--- config.mk ---
export PLATFORM = sky130hd
export DESIGN_NAME = klein_dec_key_store
export DESIGN_NICKNAME = d
export VERILOG_FILES = /design/src/rtl/klein_dec_key_store.sv
export SDC_FILE = /design/constraint.sdc
export NUM_CORES = 2
export LEC_CHECK = 0
export BUFFER_PORTS_ARGS = -buffer_cell sky130_fd_sc_hd__buf_2
export CELL_PAD_IN_SITES_DETAIL_PLACEMENT = 0
export CELL_PAD_IN_SITES_GLOBAL_PLACEMENT = 1
export CORE_ASPECT_RATIO = 0.6
export CORE_UTILIZATION = 35
export DETAILED_ROUTE_END_ITERATION = 8
export PLACE_DENSITY_LB_ADDON = 0.1
export SYNTH_ARGS = -nofsm -noshare
export SYNTH_HDL_FRONTEND = slang
export SYNTH_SLANG_ARGS = --single-unit
--- constraint.sdc ---
create_clock -name clk -period 10.24 [get_ports clk]
set_input_delay 0 -clock clk [delete_from_list [all_inputs] [get_ports clk]]
set_output_delay 0 -clock clk [all_outputs]
set_load 0.01 [all_outputs]
--- src/rtl/klein_dec_key_store.sv ---
`timescale 1ns/1ps
`default_nettype none
// ============================================================================
// Module   : klein_dec_key_store
// Purpose  : KLEIN-80 decryption key store. Expands an 80-bit master key into
//            NR+1 round keys, one schedule step per clock. It then serves the
//            keys last-first over a valid/ready handshake.
// Option   : KLEIN_KEY_REPLAY_EN adds a 'replay' input and a HOLD state. The
//            buffered keys can then be served again without re-expansion.
// Revision : 1.0 - initial release
// ============================================================================
module klein_dec_key_store #(
  parameter int NR  = 16,
  parameter int KW  = 80,
  parameter int RKW = 64,
  localparam int IW = (NR < 1) ? 1 : $clog2(NR + 1)
) (
  input  logic           clk,
  input  logic           rst_n,
  input  logic           start,
  input  logic [KW-1:0]  master_key,
`ifdef KLEIN_KEY_REPLAY_EN
  input  logic           replay,
`endif
  output logic           busy,
  output logic           rk_valid,
  input  logic           rk_ready,
  output logic [RKW-1:0] rk_data,
  output logic [IW-1:0]  rk_index,
  output logic           rk_last
);

  localparam int H = KW / 2;

`ifdef KLEIN_KEY_REPLAY_EN
  typedef enum logic [1:0] {S_IDLE, S_EXPAND, S_SERVE, S_HOLD} state_t;
`else
  typedef enum logic [1:0] {S_IDLE, S_EXPAND, S_SERVE} state_t;
`endif

  // KLEIN 4-bit S-box (an involution)
  function automatic logic [3:0] sbox(input logic [3:0] x);
    logic [3:0] y;
    case (x)
      4'h0: y = 4'h7; 4'h1: y = 4'h4; 4'h2: y = 4'hA; 4'h3: y = 4'h9;
      4'h4: y = 4'h1; 4'h5: y = 4'hF; 4'h6: y = 4'hB; 4'h7: y = 4'h0;
      4'h8: y = 4'hC; 4'h9: y = 4'h3; 4'hA: y = 4'h2; 4'hB: y = 4'h6;
      4'hC: y = 4'h8; 4'hD: y = 4'hE; 4'hE: y = 4'hD; default: y = 4'h5;
    endcase
    return y;
  endfunction

  // One KLEIN key-schedule step. Each half is rotated left by one byte. The
  // halves are swapped/Feisteled. The round constant is XORed into byte 3 of
  // the left half. Bytes 2 and 3 of the right half go through the S-box.
  function automatic logic [KW-1:0] keysched(input logic [KW-1:0] k,
                                             input logic [7:0]    rc);
    logic [H-1:0] a1, b1, a2, b2;
    a1 = {k[KW-9:H], k[KW-1:KW-8]};
    b1 = {k[H-9:0],  k[H-1:H-8]};
    a2 = b1;
    b2 = a1 ^ b1;
    a2[H-17:H-24] = a2[H-17:H-24] ^ rc;
    b2[H-9:H-12]  = sbox(b2[H-9:H-12]);
    b2[H-13:H-16] = sbox(b2[H-13:H-16]);
    b2[H-17:H-20] = sbox(b2[H-17:H-20]);
    b2[H-21:H-24] = sbox(b2[H-21:H-24]);
    return {a2, b2};
  endfunction

  state_t          state_q, state_d;
  logic [KW-1:0]   kreg_q, kreg_d;
  logic [7:0]      rnd_q, rnd_d;
  logic [IW-1:0]   idx_q, idx_d;
  logic            rk_valid_q, rk_valid_d;
  logic [RKW-1:0]  rk_data_q, rk_data_d;
  logic [IW-1:0]   rk_index_q, rk_index_d;
  logic            rk_last_q, rk_last_d;

  logic [RKW-1:0]  rk_buf_q [0:NR];
  logic            buf_we;
  logic [IW-1:0]   buf_waddr;
  logic [RKW-1:0]  buf_wdata;

  logic [KW-1:0]   ks_next;
  logic            load_start;

  assign ks_next = keysched(kreg_q, rnd_q);

  // Next-state, buffer write and output-register next values
  always_comb begin
    state_d    = state_q;
    kreg_d     = kreg_q;
    rnd_d      = rnd_q;
    idx_d      = idx_q;
    rk_valid_d = rk_valid_q;
    rk_data_d  = rk_data_q;
    rk_index_d = rk_index_q;
    rk_last_d  = rk_last_q;
    buf_we     = 1'b0;
    buf_waddr  = rnd_q[IW-1:0];
    buf_wdata  = ks_next[KW-1:KW-RKW];
    load_start = 1'b0;

    case (state_q)
      S_IDLE: begin
        load_start = start;
      end
      S_EXPAND: begin
        buf_we = 1'b1;
        kreg_d = ks_next;
        if (rnd_q == 8'(NR)) begin
          state_d = S_SERVE;
          idx_d   = IW'(NR);
        end else begin
          rnd_d = rnd_q + 8'd1;
        end
      end
      S_SERVE: begin
        if (!rk_valid_q) begin
          // First SERVE cycle: load the output registers with the top key
          rk_valid_d = 1'b1;
          rk_data_d  = rk_buf_q[idx_q];
          rk_index_d = idx_q;
          rk_last_d  = (idx_q == '0);
        end else if (rk_ready) begin
          if (idx_q == '0) begin
            rk_valid_d = 1'b0;
            rk_last_d  = 1'b0;
            rnd_d      = 8'd0;
`ifdef KLEIN_KEY_REPLAY_EN
            state_d    = S_HOLD;
`else
            state_d    = S_IDLE;
`endif
          end else begin
            idx_d      = idx_q - IW'(1);
            rk_data_d  = rk_buf_q[idx_q - IW'(1)];
            rk_index_d = idx_q - IW'(1);
            rk_last_d  = (idx_q == IW'(1));
          end
        end
      end
`ifdef KLEIN_KEY_REPLAY_EN
      S_HOLD: begin
        if (start) begin
          load_start = 1'b1;
        end else if (replay) begin
          // The buffer is intact: present the top key on the very next cycle
          state_d    = S_SERVE;
          idx_d      = IW'(NR);
          rk_valid_d = 1'b1;
          rk_data_d  = rk_buf_q[NR];
          rk_index_d = IW'(NR);
          rk_last_d  = (NR == 0);
        end
      end
`endif
      default: begin
        state_d = S_IDLE;
      end
    endcase

    if (load_start) begin
      kreg_d    = master_key;
      buf_we    = 1'b1;
      buf_waddr = '0;
      buf_wdata = master_key[KW-1:KW-RKW];
      rnd_d     = 8'd1;
      state_d   = S_EXPAND;
    end
  end

  // Control and output registers, cleared asynchronously
  always_ff @(posedge clk or negedge rst_n) begin
    if (!rst_n) begin
      state_q    <= S_IDLE;
      kreg_q     <= '0;
      rnd_q      <= 8'd0;
      idx_q      <= '0;
      rk_valid_q <= 1'b0;
      rk_data_q  <= '0;
      rk_index_q <= '0;
      rk_last_q  <= 1'b0;
    end else begin
      state_q    <= state_d;
      kreg_q     <= kreg_d;
      rnd_q      <= rnd_d;
      idx_q      <= idx_d;
      rk_valid_q <= rk_valid_d;
      rk_data_q  <= rk_data_d;
      rk_index_q <= rk_index_d;
      rk_last_q  <= rk_last_d;
    end
  end

  // Round-key buffer; contents are only exposed once fully written
  always_ff @(posedge clk) begin
    if (buf_we) begin
      rk_buf_q[buf_waddr] <= buf_wdata;
    end
  end

  assign busy     = (state_q == S_EXPAND) || (state_q == S_SERVE);
  assign rk_valid = rk_valid_q;
  assign rk_data  = rk_data_q;
  assign rk_index = rk_index_q;
  assign rk_last  = rk_last_q;

endmodule
`default_nettype wire

Word level (Yosys, flattened, before mapping) --
Memory sizes are Yosys's and may differ from the RTL's. Cells that the tools add are included.
Storage, ports and cells: register bits 166, memory bits (writable) 1088, ROM bits 256, input port bits 84, output and inout bits 72, logic and storage cells 80, memories kept 5
Memories:
- rk_buf_q | depth 17, width 64, read ports 2, clocked after memory_dff 0, write ports 1, RTL line 80 | logic [RKW-1:0] rk_buf_q [0:NR];
- (no name shown) | depth 16, width 4, read ports 1, clocked after memory_dff 0, write ports 0, RTL line 44 | case (x)
- (no name shown) | depth 16, width 4, read ports 1, clocked after memory_dff 0, write ports 0, RTL line 44
- (no name shown) | depth 16, width 4, read ports 1, clocked after memory_dff 0, write ports 0, RTL line 44
- (no name shown) | depth 16, width 4, read ports 1, clocked after memory_dff 0, write ports 0, RTL line 44
Cells by class: $add $sub $neg 2, equal/unequal tests 16, multiplexer cells 36, bitwise operators 2, reduce and logical (&&, ||, !) cells 11
Operators by type and width (count):
- 64-bit two-way mux | 4
- 80-bit two-way mux | 2
- 8-bit two-way mux | 5
- 40-bit XOR | 1
- 5-bit two-way mux | 6
- 8-bit one-hot mux with 2 select lines | 1
- 3-bit inequality test (second input constant) | 5
- 5-bit AND reduction | 3
- 2-bit inequality test (second input constant) | 7
- 1-bit two-way mux | 11
- 2-bit two-way mux | 5
- 5-bit one-hot mux with 2 select lines | 1
- 8-bit by 1-bit adder with 8-bit output (second input constant) | 1
- 8-bit by 5-bit == test with 1-bit output (second input constant) | 1
- 8-bit XOR | 1
- 2-bit one-hot mux with 3 select lines | 1
- 5-bit by 1-bit == test with 1-bit output (second input constant) | 1
- 5-bit zero test | 1
- 5-bit by 1-bit subtractor with 5-bit output (second input constant) | 1
- 2-bit nonzero test | 2
- 3-bit AND reduction | 1
- 3-bit nonzero test | 1
- 2-bit by 1-bit == test with 1-bit output (second input constant) | 1
- 2-bit == test (second input constant) | 1
- 3 further kinds | 3

Logic depth before layout (Yosys ltp) --
word-level depth 6, depth in mapped cells 13, mapped depth without buffers 8

Least setup slack after synthesis --
OpenSTA, ideal clock, no wires.
path kind reg-to-reg, from register state_q[0], to memory rk_buf_q[0][0], enable pin, library setup time 0.487 ns, arrival time 4.320 ns, required time 9.753 ns, slack 5.434 ns, cell stages (with the launch flop) 9, path buffers 3, period minus slack after synthesis 4.806 ns, cells stage by stage dfrtp_1 -> inv_1 -> ha_1 -> and2_1 -> clkbuf_1 -> clkbuf_1 -> clkbuf_1 -> nor2_1 -> nor2_1
On the way: cells in the longest elaborated chain, start to end 5, elaborated cells on any way between the ends 8, classes of those cells 1 x eq/ne; 6 x mux; 1 x reduce/logical
RTL lines:
- start: declaration | RTL line 71 | state_t state_q, state_d;
- start signal: assignment | RTL line 186 | state_q <= state_d;
- 2-bit by 1-bit == test with 1-bit output or 2-bit zero test (tied branches) | RTL line 105 | case (state_q)
- 1-bit two-way mux | RTL line 105
- 1-bit two-way mux | RTL line 164 | if (load_start) begin
- 1-bit two-way mux | RTL line 199 | if (buf_we) begin
- 1-bit two-way mux (implied by the code) | RTL line 200 | rk_buf_q[buf_waddr] <= buf_wdata;
- end: declaration | RTL line 80
Parallel ways exist; a longest one is shown, timed or not.

Worst setup path after layout --
from register idx_q[0], to register rk_data_q[29], in the netlist rk_data[29]
On the way: cells in the longest elaborated chain, start to end 5, elaborated cells on any way between the ends 8, classes of those cells 1 x add/sub; 1 x eq/ne; 3 x mux; 2 x reduce/logical; 1 x memory
RTL lines:
- start: declaration | RTL line 74 | logic [IW-1:0] idx_q, idx_d;
- start signal: assignment | RTL line 189 | idx_q <= idx_d;
- 5-bit by 1-bit subtractor with 5-bit output | RTL line 138 | rk_data_d = rk_buf_q[idx_q - IW'(1)];
- memory 17 x 64 bit
- 64-bit two-way mux | RTL line 127 | if (idx_q == '0) begin
- 64-bit two-way mux | RTL line 126 | end else if (rk_ready) begin
- 64-bit two-way mux | RTL line 120 | if (!rk_valid_q) begin
- end signal: assignment | RTL line 191 | rk_data_q <= rk_data_d;
- end: declaration | RTL line 76 | logic [RKW-1:0] rk_data_q, rk_data_d;
Parallel ways exist; a longest one is shown, timed or not. The select of a mux whose other input is x is not followed. A chain may end at the register's enable or synchronous reset.

==> summary.md <==
| Metric | Value |
|---|---|
| Switch Pwr | `2172 uW` |
| Post-synth top flop | `edfxtp_1` |
| 1st-pass router iterations | `5` |
| CTS tree | `done` |
| Post-synth top area share | `56.08%` |
| Setup violations, final | `0` |
| Sequential share of power | `51.8%` |
| Peak fanout along the critical path | `118` |
| Worst-Skew Late Latency | `800 ps` |
| Multi-input logic area | `20430 um^2` |
| Crit path DAT | `5330 ps` |
| Distinct cells, synth | `57` |
| Hold WC Path Type | `in -> reg` |
| R2R depth | `7` |
| Vias in the first global route | `36440` |
| FF/Latch Area | `36830 um^2` |
| Std cell rows | `115` |
| Total Routing Usage GR | `24.77%` |
| Crit start category | `flop` |
| WP data required | `10920 ps` |
| Fill cell count | `15190` |
| Pins over their slew limit | `0` |
| Cts repair resizes | `0` |
| Met2 GRT Util | `37.58%` |
| Mean Syn Cell Area | `15.38 um^2` |
| Final period util | `45.48%` |
| Place WS | `5491 ps` |
| Comb power frac | `0.7%` |
| FFs w/ async S/R, synth | `13.24%` |
| First-pass GRT wire length | `293.1 mm` |
| R2R Setup Slk | `5580 ps` |
| Worst Hold Depth | `3` |
| CTS Hold Buffers Added | `104` |
| Total CTS buffers | `139` |
| EDFF count, synth | `1088` |
| Worst min-delay path startpoint | `master_key[27]` |
| Final ANT Viol Nets | `0` |
| # IOs | `156` |
| Post-synth net total | `3896` |
| Run status | `finished, final reports clean` |
| Final wirelength | `209.9 mm` |
| Grt met3 use | `3.653%` |
| DP HPWL | `115.2 mm` |
| Clock buffer depth | `4` |
| Sw Share | `20.55%` |
| IO Port Bufs | `155` |
| Die ar. | `168100 um^2` |
| Final worst slack | `5583 ps` |
| H-tree depth | `4` |
| CTS Sinks | `1254` |
| Commonest non-fill, non-tap cell in the layout | `edfxtp_1` |
| Synth Area in Compound Gates | `5.850%` |
| Largest net degree at the start of global routing | `119` |
| Layout area overhead | `15.42%` |
| Synth Area in Simple Gates | `5.163%` |
| DR WL/cell | `33.10 um` |
| P per Cell Area | `157.2 nW/um^2` |
| Drt first-iter violations | `3806` |
| Starting Density | `35.39%` |
| Via count | `36770` |
| Leading area contributor after synthesis | `edfxtp_1` |
| Seq/Total Area, Yosys | `63.21%` |
| R2r startpoint | `idx_q[0]` |
| RSZ-0062 raised after global routing | `no` |
| Post-route DRC | `0` |
| Clock share of power | `47.5%` |
| Hold Crit Endpoint | `rk_buf_q[11][11]` |
| Vias/cell | `5.796` |
| Count of state elements after synthesis | `1254` |
| Largest cells by area after synthesis | `edfxtp_1 56%, mux2i_1 11%, mux4_2 10%, dfrtp_1 7.1%, nand2_1 2.4%` |
| GPL Wtd Cong | `0.7827` |
| Min Tclk post-route | `4657 ps` |
| Post-CTS Setup Bufs | `0` |
| Core ar. | `164600 um^2` |
| Worst-path clk slew | `60 ps` |
| Syn Std Cell Area | `58260 um^2` |
| Lkg Pwr | `0.02209 uW` |
| Fmax | `214.7 MHz` |
| Kind of critical path | `reg -> reg` |
| Internal power | `8396 uW` |
| Largest family of logic cells by synthesized area | `multiplexers` |
| GR peak layer | `met2` |
| Root buffer cell | `clkbuf_16` |
| Met1 global-route usage | `37.40%` |
| Max IR drop VDD | `0.00009555 V` |
| Nets | `4127` |
| Slew @ Worst Pin | `1129 ps` |
| Mux contribution to synthesized area | `22.15%` |
| Synth Area in Adders | `0.5154%` |
| Gr ovfl total | `0` |
| Total number of yosys warnings | `0` |
| Maxcap violations | `0` |
| Final hold vios | `0` |
| Most frequent cells in the layout | `1088 x edfxtp_1, 648 x mux2i_1, 367 x nand2_1` |
| XOR/XNOR share of the synthesized area | `0.8548%` |
| Clock Skew | `31.33 ps` |
| FF-to-FF End | `rk_data[29]` |
| Die Y | `318.0 um` |
| Slew margin rel. | `24.18%` |
| Syn Inst Count | `3788` |
| Share of layout cells above drive strength 1 | `19.99%` |
| CP Capture Type | `flop` |
| Fin Setup TNS | `0 ps` |
| Chip width | `528.7 um` |
| Initial antenna violation count | `4` |
-- critical path, stage by stage (launching register included) --
cell	delay, ps
dfrtp_4	870
buf_4	810
buf_12	650
buf_4	820
mux4_2	600
mux2i_1	170
o22ai_1	110
o22a_1	220
-- flip-flops by register name, summed over array words and instances, names as in the netlist --
name,cells
state_q,2
rk_data,64
kreg_q,80
rk_valid,1
rk_last,1
rk_buf_q,1088
rnd_q,8
rk_index,5
idx_q,5
-- through the flow --
step	utilization (%)	std cells	power, uW	hold slack (ps)	cell area (um^2)
floorplan	-	3788	5586	-295.6	58260
finish	40.85	6343	10570	49.96	67240
detailed placement	37.54	5997	5634	114.7	61800
CTS	40.85	6341	10660	9.334	67240
global route	40.85	6341	10850	41.86	67240
global placement	37.54	5997	5634	107.5	61800
-- area by class of cell --
cell class	count	area share (%)
Inverter	24	0.1340
Clock inverter	57	0.7629
Timing Repair Buffer	368	4.053
Tap cell	2223	4.136
Antenna cell	2	0.007443
Multi-Input combinational cell	2232	30.38
Sequential cell	1254	54.78
Clock buffer	183	5.755
-- worst max-delay path by stage --
stage	start	to	slack [ps]
final	idx_q[0]	rk_data[29]	5580
after global routing	idx_q[0]	rk_data[24]	5180
after CTS	idx_q[0]	rk_data[25]	5510
after detailed placement	idx_q[0]	rk_data[22]	5490
after global placement	idx_q[0]	rk_data[25]	5500
after floorplan	state_q[0]	rk_buf_q[0][0]	5430
-- synthesized netlist by cell type, drive strengths merged (64+ instances only) --
master	n
clkbuf	126
o22ai	70
a21oi	142
mux2i	648
a22oi	129
nor2	67
nand2	368
dfrtp	166
nand3	139
o22a	64
buf	152
mux4	267
edfxtp	1088
nand4	68
o21ai	64
-- power by group through the flow --
stage / combinational (uW) / clock (uW) / sequential (uW)
final: 73.7 / 5020 / 5480
after global routing: 79.0 / 5300 / 5470
after CTS: 75.4 / 5110 / 5480
after detailed placement: 48.3 / 0 / 5590
after global placement: 48.5 / 0 / 5590
after floorplan: 1.01 / 0 / 5590
-- routing by layer --
metal / wire length [um] / share of wire (%) / up-vias
met2: 94170 / 45 / 1355
met5: 0 / 0 / -
met3: 12490 / 5.9 / 257
met1: 99110 / 47 / 19640
met4: 4169 / 2.0 / 0
li1: - / - / 15510
-- kinds of logic after synthesis --
logic type	Yosys count
compound gates	523
xor+xnor	56
fa+ha+maj	24
buf+inv	302
flops	1254
mux	951
simple gates	678
(Power assumes the default switching activity.)
